<file path="src/rtl/fpu_operand_unpacker_pkg.sv">
// Shared types for the FPU operand unpacker: one-hot operand class,
// NaN propagation source, and binary32 field constants.
package fpu_class;

   typedef enum logic [5:0] {
      ZERO      = 6'b000001,
      SUBNORMAL = 6'b000010,
      NORMAL    = 6'b000100,
      INF       = 6'b001000,
      QNAN      = 6'b010000,
      SNAN      = 6'b100000
   } operand_class_e;

   // A_QUIET / B_QUIET: result stage forces fraction bit 22 to 1
   typedef enum logic [2:0] {
      NONE    = 3'd0,
      A       = 3'd1,
      B       = 3'd2,
      A_QUIET = 3'd3,
      B_QUIET = 3'd4
   } nan_source_e;

   localparam logic [7:0] EXP_MAX  = 8'hFF;
   localparam int         QNAN_BIT = 22;

endpackage

</file>
<file path="src/rtl/fpu_operand_unpacker_classifier.sv">
// Combinational unpack/classify of one binary32 operand.
// Ports: op (raw) -> sign, exponent, fraction (hidden bit at [23]), cls.
// FPU_DAZ_EN: subnormals are flushed to signed zero.
module fpu_operand_classifier
   import fpu_class::*;
(
   input  logic [31:0]    op,
   output logic           sign,
   output logic [7:0]     exponent,
   output logic [23:0]    fraction,
   output operand_class_e cls
);

   logic [7:0]  raw_exp;
   logic [22:0] raw_frac;
   logic        exp_zero;
   logic        exp_max;
   logic        frac_zero;

   assign raw_exp   = op[30:23];
   assign raw_frac  = op[22:0];
   assign exp_zero  = (raw_exp == 8'h00);
   assign exp_max   = (raw_exp == EXP_MAX);
   assign frac_zero = (raw_frac == 23'd0);

   always_comb begin
      sign     = op[31];
      exponent = raw_exp;
      fraction = {1'b1, raw_frac};
      cls      = NORMAL;
      if (exp_zero) begin
         if (frac_zero) begin
            cls      = ZERO;
            fraction = 24'd0;
         end else begin
`ifdef FPU_DAZ_EN
            cls      = ZERO;
            fraction = 24'd0;
            exponent = 8'h00;
`else
            // subnormals share the minimum normal scale 2^-126
            cls      = SUBNORMAL;
            fraction = {1'b0, raw_frac};
            exponent = 8'h01;
`endif
         end
      end else if (exp_max) begin
         if (frac_zero)
            cls = INF;
         else if (raw_frac[QNAN_BIT])
            cls = QNAN;
         else
            cls = SNAN;
      end
   end

endmodule

</file>
<file path="src/rtl/fpu_operand_unpacker.sv">
// Two-stage valid/ready operand unpacker for a binary32 FPU pair.
// Ports: in_valid/in_ready/in_a/in_b in; out_valid/out_ready, per-operand
// sign/exponent/fraction/class, nan_source, invalid out. Macro: FPU_DAZ_EN.
module fpu_operand_unpacker
   import fpu_class::*;
(
   input  logic           clk,
   input  logic           reset_n,
   input  logic           in_valid,
   output logic           in_ready,
   input  logic [31:0]    in_a,
   input  logic [31:0]    in_b,
   output logic           out_valid,
   input  logic           out_ready,
   output logic           sign_a,
   output logic           sign_b,
   output logic [7:0]     exponent_a,
   output logic [7:0]     exponent_b,
   output logic [23:0]    fraction_a,
   output logic [23:0]    fraction_b,
   output operand_class_e class_a,
   output operand_class_e class_b,
   output nan_source_e    nan_source,
   output logic           invalid
);

   logic           s1_valid_q, s1_valid_d;
   logic [31:0]    s1_a_q, s1_a_d;
   logic [31:0]    s1_b_q, s1_b_d;

   logic           s2_valid_q, s2_valid_d;
   logic           sign_a_q, sign_a_d;
   logic           sign_b_q, sign_b_d;
   logic [7:0]     exp_a_q, exp_a_d;
   logic [7:0]     exp_b_q, exp_b_d;
   logic [23:0]    frac_a_q, frac_a_d;
   logic [23:0]    frac_b_q, frac_b_d;
   operand_class_e cls_a_q, cls_a_d;
   operand_class_e cls_b_q, cls_b_d;
   nan_source_e    nsrc_q, nsrc_d;
   logic           inv_q, inv_d;

   logic           u_sign_a, u_sign_b;
   logic [7:0]     u_exp_a, u_exp_b;
   logic [23:0]    u_frac_a, u_frac_b;
   operand_class_e u_cls_a, u_cls_b;
   nan_source_e    u_nsrc;

   logic           s2_advance;
   logic           in_fire;
   logic           s2_load;

   assign s2_advance = !s2_valid_q || out_ready;
   assign in_ready   = !s1_valid_q || s2_advance;
   assign in_fire    = in_valid && in_ready;
   assign s2_load    = s2_advance && s1_valid_q;

   fpu_operand_classifier u_cls_a_i (
      .op       (s1_a_q),
      .sign     (u_sign_a),
      .exponent (u_exp_a),
      .fraction (u_frac_a),
      .cls      (u_cls_a)
   );

   fpu_operand_classifier u_cls_b_i (
      .op       (s1_b_q),
      .sign     (u_sign_b),
      .exponent (u_exp_b),
      .fraction (u_frac_b),
      .cls      (u_cls_b)
   );

   // signaling NaNs outrank quiet ones; A outranks B within a kind
   always_comb begin
      u_nsrc = NONE;
      if (u_cls_a == SNAN)
         u_nsrc = A_QUIET;
      else if (u_cls_b == SNAN)
         u_nsrc = B_QUIET;
      else if (u_cls_a == QNAN)
         u_nsrc = A;
      else if (u_cls_b == QNAN)
         u_nsrc = B;
   end

   always_comb begin
      s1_valid_d = s1_valid_q;
      s1_a_d     = s1_a_q;
      s1_b_d     = s1_b_q;
      if (in_fire) begin
         s1_valid_d = 1'b1;
         s1_a_d     = in_a;
         s1_b_d     = in_b;
      end else if (s2_advance) begin
         s1_valid_d = 1'b0;
      end
   end

   always_comb begin
      s2_valid_d = s2_valid_q;
      sign_a_d   = sign_a_q;
      sign_b_d   = sign_b_q;
      exp_a_d    = exp_a_q;
      exp_b_d    = exp_b_q;
      frac_a_d   = frac_a_q;
      frac_b_d   = frac_b_q;
      cls_a_d    = cls_a_q;
      cls_b_d    = cls_b_q;
      nsrc_d     = nsrc_q;
      inv_d      = inv_q;
      if (s2_advance)
         s2_valid_d = s1_valid_q;
      if (s2_load) begin
         sign_a_d = u_sign_a;
         sign_b_d = u_sign_b;
         exp_a_d  = u_exp_a;
         exp_b_d  = u_exp_b;
         frac_a_d = u_frac_a;
         frac_b_d = u_frac_b;
         cls_a_d  = u_cls_a;
         cls_b_d  = u_cls_b;
         nsrc_d   = u_nsrc;
         inv_d    = (u_cls_a == SNAN) || (u_cls_b == SNAN);
      end
   end

   always_ff @(posedge clk) begin
      if (!reset_n) begin
         s1_valid_q <= 1'b0;
         s1_a_q     <= 32'd0;
         s1_b_q     <= 32'd0;
         s2_valid_q <= 1'b0;
         sign_a_q   <= 1'b0;
         sign_b_q   <= 1'b0;
         exp_a_q    <= 8'd0;
         exp_b_q    <= 8'd0;
         frac_a_q   <= 24'd0;
         frac_b_q   <= 24'd0;
         cls_a_q    <= ZERO;
         cls_b_q    <= ZERO;
         nsrc_q     <= NONE;
         inv_q      <= 1'b0;
      end else begin
         s1_valid_q <= s1_valid_d;
         s1_a_q     <= s1_a_d;
         s1_b_q     <= s1_b_d;
         s2_valid_q <= s2_valid_d;
         sign_a_q   <= sign_a_d;
         sign_b_q   <= sign_b_d;
         exp_a_q    <= exp_a_d;
         exp_b_q    <= exp_b_d;
         frac_a_q   <= frac_a_d;
         frac_b_q   <= frac_b_d;
         cls_a_q    <= cls_a_d;
         cls_b_q    <= cls_b_d;
         nsrc_q     <= nsrc_d;
         inv_q      <= inv_d;
      end
   end

   assign out_valid  = s2_valid_q;
   assign sign_a     = sign_a_q;
   assign sign_b     = sign_b_q;
   assign exponent_a = exp_a_q;
   assign exponent_b = exp_b_q;
   assign fraction_a = frac_a_q;
   assign fraction_b = frac_b_q;
   assign class_a    = cls_a_q;
   assign class_b    = cls_b_q;
   assign nan_source = nsrc_q;
   assign invalid    = inv_q;

endmodule

</file>
<file path="config.mk">
export PLATFORM = sky130hd
export DESIGN_NAME = fpu_operand_unpacker
export DESIGN_NICKNAME = d
export VERILOG_FILES = /design/src/rtl/fpu_operand_unpacker_pkg.sv /design/src/rtl/fpu_operand_unpacker_classifier.sv /design/src/rtl/fpu_operand_unpacker.sv
export SDC_FILE = /design/constraint.sdc
export NUM_CORES = 1
export LEC_CHECK = 0
export BUFFER_PORTS_ARGS = -buffer_cell sky130_fd_sc_hd__clkbuf_2
export CORE_MARGIN = 8
export CORE_UTILIZATION = 40
export CTS_CLUSTER_DIAMETER = 80
export DETAILED_ROUTE_END_ITERATION = 8
export GPL_TIMING_DRIVEN = 1
export PLACE_DENSITY = 0.74
export RECOVER_POWER = 50
export SYNTH_ARGS = -nofsm -noshare
export SYNTH_HDL_FRONTEND = slang
export SYNTH_HIERARCHICAL = 1
export SYNTH_SLANG_ARGS = --single-unit
</file>
<file path="constraint.sdc">
create_clock -name clk -period 5.6 [get_ports clk]
set_input_delay 0.56 -clock clk [delete_from_list [all_inputs] [get_ports clk]]
set_output_delay 0.56 -clock clk [all_outputs]
set_load 0.05 [all_outputs]
</file>
==> impl_metrics.csv, run 1 <==
group,metric,value,unit
run_status,status,"finished with violations",
run_status,violations,"max-capacitance violations, max-slew violations",
clocking,cts_setup_buffers,0,
drt,drt-total-wl,19300,um
critical_path,crit_fanout,83,
critical_path,crit_family,"simple AND/OR/NAND/NOR gates",
drt,final_antenna_net_count,0,
yosys,synth_nets,856,
placed_design,dp_hpwl,12100,um
power,p_sw,0.000647,W
yosys,synth_top_family_by_area,"compound AO/OA/AOI/OAI gates",
floorplan,fp.dieW,140,um
yosys,synth_top_cell_by_area,"dfxtp_1",
critical_path,critPathLaunchType,"input port",
clocking,clkTransAtPathRegs,60,ps
critical_path,cp_slowest_stage_delay,2310,ps
timing,tightest_slew,3190,ps
layout,drive_gt1_share,14.1,%
critical_path,critical_path_buf_inv_count,1,
timing,max_freq,294,MHz
global_route,grt-ovfl-total,0,
yosys,seq_area_frac_synth,48.1,%
critical_path,r2r-end,"nan_source[1]",
hold_path,hp-class,"in2reg",
critical_path,crit_end,"nan_source[1]",
timing,drv_slew,84,
clocking,cts.sinks,148,
layout,nets,894,
layout,design_area,0.00715,mm2
yosys,synth_common_cells,"154 x a21oi_1, 148 x dfxtp_1, 144 x nand3_1",
floorplan,core_area,0.0151,mm2
global_route,grtUsageTotal,19.1,%
placed_design,placed_area,0.00668,mm2
clocking,cts_buffers,17,
power,comb_power_share,10.8,%
timing,hold_viol_final,0,
drt,drc,0,
power,swShare,25.4,%
critical_path,worstSetupStartpoint,"out_ready",
clocking,clock_path_buffers,2,
critical_path,path_class,"in2reg",
drt,wl_per_cell,18.8,um
power,internal_power,0.00189,W
drt,drt_iter0_drc,463,
yosys,synthFlopType,"dfxtp_1",
yosys,synth.distinct_cells,33,
yosys,synth_edf_count,0,
timing,period_needed,3400,ps
power,seqPwrFrac,44.5,%
placed_design,place_congestion,0.754,
timing,finalCritPeriodShare,60.7,%
clocking,cts_tree,"done",
layout,area_growth,16.1,%
yosys,synth_most_common_cell,"a21oi_1",
global_route,antenna_found_initial,2,
drt,dr.pass1.iters,5,
drt,vias,5948,
yosys,post_synth.cell_area_avg,7.81,um2
yosys,synth.area.top_cells,"dfxtp_1 48%, a21oi_1 13%, nand3_1 12%, o21ai_0 11%, clkbuf_1 7.7%",
layout,antennaDiodeCount,0,
power,power_density,356,mW/mm2
yosys,ys_seq_elements,148,
yosys,ys_async_sr_fraction,0,%
timing,maxSlewHeadroom,-113,%
floorplan,die_height,140,um
critical_path,crit_slowest_cell,"nand2b_1",
critical_path,worst_ep_required_time,5910,ps
timing,finalSetupViolations,0,
yosys,synth_area,0.00616,mm2
global_route,grt_max_degree,85,
drt,drt-vias-per-instance,5.80,
global_route,grt_pass1_vias,5669,
timing,rsz0062_at_grt,"no",
layout,nFillCells,1561,
clocking,holdBufCountCts,0,
yosys,synth_top_cell_area_share,48.1,%
yosys,synthXorXnorAreaFrac,0,%
placed_design,portBuffers,151,
power,p_leak,2.50,nW
yosys,synth.area.mux_share,0,%
floorplan,start_util,40.6,%
power,pwr-share-clk,44.7,%
critical_path,crit_chain,"clkbuf_1 -> nand2b_1 -> a21oi_1 -> a311oi_2",
critical_path,cp_num_cells,4,
floorplan,row_count,45,
critical_path,r2r_setup_slack,2370,ps
hold_path,hp-start,"in_b[16]",
timing,tns,0,ps
critical_path,reg2regPathDepth,3,
critical_path,cp.arrival,3710,ps
yosys,synthAdderAreaFrac,0,%
flow_run,drv_cap,1,
clocking,cts_resized,0,
clocking,clk_latency,410,ps
global_route,grt_pass1_wl,30300,um
critical_path,r2r-start,"out_valid",
yosys,synth_compound_area_share,25.3,%
timing,skew,7.65,ps
clocking,htreeDepth,4,
clocking,root_buffer,"clkbuf_16",
power,peakVddDrop,0.194,mV
floorplan,ioPinCount,152,
yosys,syn_inst,788,
critical_path,end_kind,"flop",
yosys,synth_warnings,6,
yosys,synthSimpleGateAreaFrac,17.5,%
floorplan,die-area,0.0196,mm2
per-layer routing:
metal  global-route usage [%]  part of all wire [%]
met5                        0                  0.14
met4                     5.66                   1.6
met3                     5.91                   6.7
met2                     30.4                    46
met1                     24.4                    46
state kept, by name (all words and copies together), names as in the netlist:
| signal | count |
|---|---|
| fraction_b | 24 |
| fraction_a | 24 |
| class_b | 6 |
| s1_valid_q | 1 |
| invalid | 1 |
| s1_a_q | 32 |
| exponent_a | 8 |
| sign_a | 1 |
| out_valid | 1 |
| exponent_b | 8 |
| sign_b | 1 |
| s1_b_q | 32 |
| nan_source | 3 |
| class_a | 6 |
worst min-delay path by stage:
stage                         end  cells past startpoint
floorplan              s1_a_q[31]                      2
finish                 s1_b_q[16]                      3
global placement    fraction_b[7]                      2
detailed placement  exponent_b[2]                      2
global route           s1_b_q[16]                      3
CTS                    s1_b_q[16]                      3
worst min-delay path: cells and delay by family:
kind	cells	cell delay, ps
buf+inv	1	80
compound gates	1	50
simple gates	1	50
metrics by stage:
stage	std cells	utilization, %	worst slack [ps]	total power (W)	hold slack [ps]
floorplan	788	-	3400	0.00135	454
global placement	995	44.1	2550	0.00143	460
detailed placement	995	44.1	2490	0.00143	467
CTS	1025	47.9	2340	0.00256	356
global route	1025	47.2	1800	0.00264	364
finish	1025	47.2	2200	0.00254	381
cells in the final DEF (no fill, tap or decap), types with 2 or more instances in the layout:
cell type,Yosys,final
o21ai_0,136,136
clkbuf_1,127,90
inv_2,2,3
clkinv_2,0,2
o21ai_1,6,6
and3b_1,3,2
a311oi_1,2,2
or4_4,5,5
nor4_2,5,5
a2111oi_0,2,2
nand2_1,3,3
nor3_1,4,4
nand4_1,4,4
buf_4,2,7
clkbuf_2,0,67
dfxtp_1,148,147
nor4_1,6,6
and4_1,2,2
nand3_1,144,144
and2_1,2,2
clkbuf_16,0,17
nor2_1,4,4
a21oi_1,154,154
clkbuf_8,0,2
nand2b_1,3,3
and3_1,2,2
bufinv_16,0,3
nor2_4,2,2
final cells by class:
class | count | area [um2] | area share (%)
clock buffer | 25 | 475 | 6.65
clock inverter | 5 | 100 | 1.40
inverter | 5 | 21.3 | 0.298
multi-input combinational | 496 | 2650 | 37.0
sequential | 148 | 2960 | 41.5
tap | 188 | 235 | 3.29
timing repair buffer | 158 | 703 | 9.84
power groups by stage:
| stage | Combinational, W | Clock [W] | Sequential [W] |
|---|---|---|---|
| 5_1_grt | 0.000298 | 0.00120 | 0.00114 |
| 6_report | 0.000274 | 0.00114 | 0.00113 |
| 3_5_place_dp | 0.000279 | 0 | 0.00115 |
| 4_1_cts | 0.000279 | 0.00115 | 0.00113 |
| 3_3_place_gp | 0.000276 | 0 | 0.00115 |
| 2_1_floorplan | 0.000151 | 0 | 0.00120 |
cells by family after synthesis:
| kind of cell | Yosys count |
|---|---|
| AOI/OAI and AO/OA | 304 |
| and+or+nand+nor | 192 |
| DFF | 148 |
| buffers and inverters | 144 |
No activity file was read; power rests on OpenSTA's default activity.
==> run 2, diff against run 1 <==
Settings changed: ABC_AREA from default to 1.
Clock period 5.6 ns to 3.2 ns, I/O delays scaled along.
==> impl_metrics.csv, run 2 <==
group,metric,value,unit
timing,tightest_slew,1370,ps
global_route,grtUsageTotal,16.0,%
layout,reg.largest.list,"s1_a_q (32), s1_b_q (32)",
placed_design,portBuffers,151,
timing,maxSlewHeadroom,8.49,%
layout,area_growth,18.8,%
placed_design,pre_cts_slack,1440,ps
floorplan,ioPinCount,152,
yosys,synthFlopType,"dfxtp_1",
drt,drt-vias-per-instance,4.64,
drt,drc,0,
placed_design,place_congestion,0.766,
drt,final_antenna_net_count,0,
critical_path,worst_ep_required_time,3540,ps
critical_path,crit_chain,"nand3_1 -> nand2_1 -> clkbuf_2 -> o21ai_0 -> nor2_1",
yosys,synth_nets,889,
yosys,post_synth.cell_area_avg,7.12,um2
critical_path,crit_fanout,56,
yosys,synth_common_cells,"322 x nor2_1, 148 x dfxtp_1, 128 x o21ai_0",
global_route,grt-ovfl-total,0,
critical_path,cp_slowest_stage_delay,920,ps
global_route,antenna_found_initial,0,
clocking,root_buffer,"clkbuf_16",
clocking,cts_setup_buffers,0,
timing,tns,0,ps
yosys,synth_edf_count,0,
floorplan,core_area,0.0144,mm2
layout,fin_cells,1088,
yosys,synth_area,0.00585,mm2
drt,dr.pass1.iters,4,
floorplan,row_count,44,
layout,design_area,0.00694,mm2
timing,finalSetupViolations,0,
clocking,clk_latency,420,ps
layout,antennaDiodeCount,0,
power,power_density,711,mW/mm2
clocking,cts_tree,"done",
yosys,synth_warnings,6,
hold_path,hp-class,"in2reg",
timing,fin_hold_ws,143,ps
drt,drt-total-wl,15000,um
global_route,grt_pass1_vias,4791,
timing,finalCritPeriodShare,69.5,%
yosys,ys_async_sr_fraction,0,%
clocking,cts.sinks,148,
clocking,clock_path_buffers,2,
global_route,grt_pass1_wl,23500,um
timing,drv_slew,0,
run_status,status,"finished clean",
drt,wl_per_cell,13.8,um
clocking,clkTransAtPathRegs,60,ps
placed_design,dp_hpwl,10400,um
yosys,synth.distinct_cells,20,
flow_run,drv_cap,0,
power,p_leak,2.98,nW
critical_path,critPathLaunchType,"flop",
layout,nets,959,
clocking,cts_buffers,17,
clocking,holdBufCountCts,0,
floorplan,start_util,40.5,%
timing,finalWorstSetupSlack,975,ps
critical_path,cp.arrival,2570,ps
critical_path,crit_family,"buffers and inverters",
yosys,synth.area.top_cells,"dfxtp_1 51%, nor2_1 21%, o21ai_0 11%, clkbuf_1 4.9%, nand2_1 2.8%",
drt,drt_iter0_drc,201,
yosys,syn_inst,821,
clocking,htreeDepth,4,
yosys,seq_area_frac_synth,50.7,%
timing,period_needed,2230,ps
floorplan,fp.dieW,137,um
placed_design,post-place-cells,1056,
floorplan,die_height,137,um
yosys,synth_most_common_cell,"nor2_1",
placed_design,placed_area,0.00640,mm2
drt,vias,5052,
timing,skew,12.6,ps
power,peakVddDrop,0.346,mV
critical_path,crit_slowest_cell,"clkbuf_2",
timing,rsz0062_at_grt,"no",
critical_path,path_class,"reg2reg",
timing,max_freq,449,MHz
yosys,ys_seq_elements,148,
floorplan,die-area,0.0187,mm2
yosys,synth_top_cell_area_share,50.7,%
global_route,grt_max_degree,91,
clocking,cts_resized,0,
critical_path,end_kind,"flop",
timing,hold_viol_final,0,
yosys,synth_top_cell_by_area,"dfxtp_1",
layout,final_cell_mix,"322 x nor2_1, 148 x dfxtp_1, 129 x o21ai_0, 84 x clkbuf_1, 68 x clkbuf_2",
layout,drive_gt1_share,13.4,%
critical_path,critical_path_buf_inv_count,1,
layout,final_common_cell,"nor2_1",
run 2: changes by cell type after synthesis, moves of 11 or more:
cell / before / now
clkbuf_1: 127 / 77
nand3_1: 144 / 6
a21oi_1: 154 / 9
nor2_1: 4 / 322
buf_2: 5 / 16
inv_1: 3 / 22
nand2_1: 3 / 43
run 2: worst min-delay path, stage by stage:
cell and delay [ps]:
clkbuf_2 70, o21ai_1 50, nor2_1 70
run 2: layout make-up:
type | count | area [um2]
repair buffers | 159 | 721
well taps | 184 | 230
fillers | 1513 | 7480
clock buffers | 17 | 425
multi-input cells | 540 | 2280
inverters | 25 | 93.8
clock inverters | 15 | 231
flip-flops and latches | 148 | 2960
run 2: metrics by stage:
step           utilization [%]  power [W]
6_report                  48.1    0.00494
5_1_grt                   48.1    0.00516
4_1_cts                   49.0    0.00502
3_5_place_dp              44.4    0.00282
3_3_place_gp              44.4    0.00281
2_1_floorplan                -    0.00266
run 2: path summary, 6_finish.rpt:
| path | startpoint | cells past startpoint | slack [ps] | to |
|---|---|---|---|---|
| setup / recovery | s1_valid_q | 5 | 970 | s1_b_q[29] |
| hold / removal | in_b[31] | 3 | 140 | s1_b_q[31] |
| setup reg to reg | s1_valid_q | 5 | 970 | s1_b_q[29] |
| hold reg to reg | class_b[0] | 2 | 470 | class_b[0] |
run 2: cell families (layout without fill, tap and decap cells):
| family | after synthesis | count (layout) | synth area share (%) |
|---|---|---|---|
| AOI/OAI and AO/OA | 153 | 153 | 13.1 |
| buffers and inverters | 133 | 216 | 10.2 |
| DFF | 148 | 148 | 50.7 |
| and+or+nand+nor | 387 | 387 | 26.0 |
run 2: report_power, final:
part	internal (W)	leakage, nW	total, W	switching, W
Sequential	0.00198	1.22	0.00206	0.0000834
Combinational	0.000175	1.45	0.000697	0.000522
Clock	0.00139	0.314	0.00218	0.000793
Total	0.00354	2.98	0.00494	0.00140
run 2: layer usage:
layer  share of wire, %  vias up  GRT usage [%]
met3                8.2        2           6.53
met4               0.29        0           4.71
met1                 46     2258           19.9
met2                 45      130           24.8
met5                  0        -              0
li1                   -     2662              -
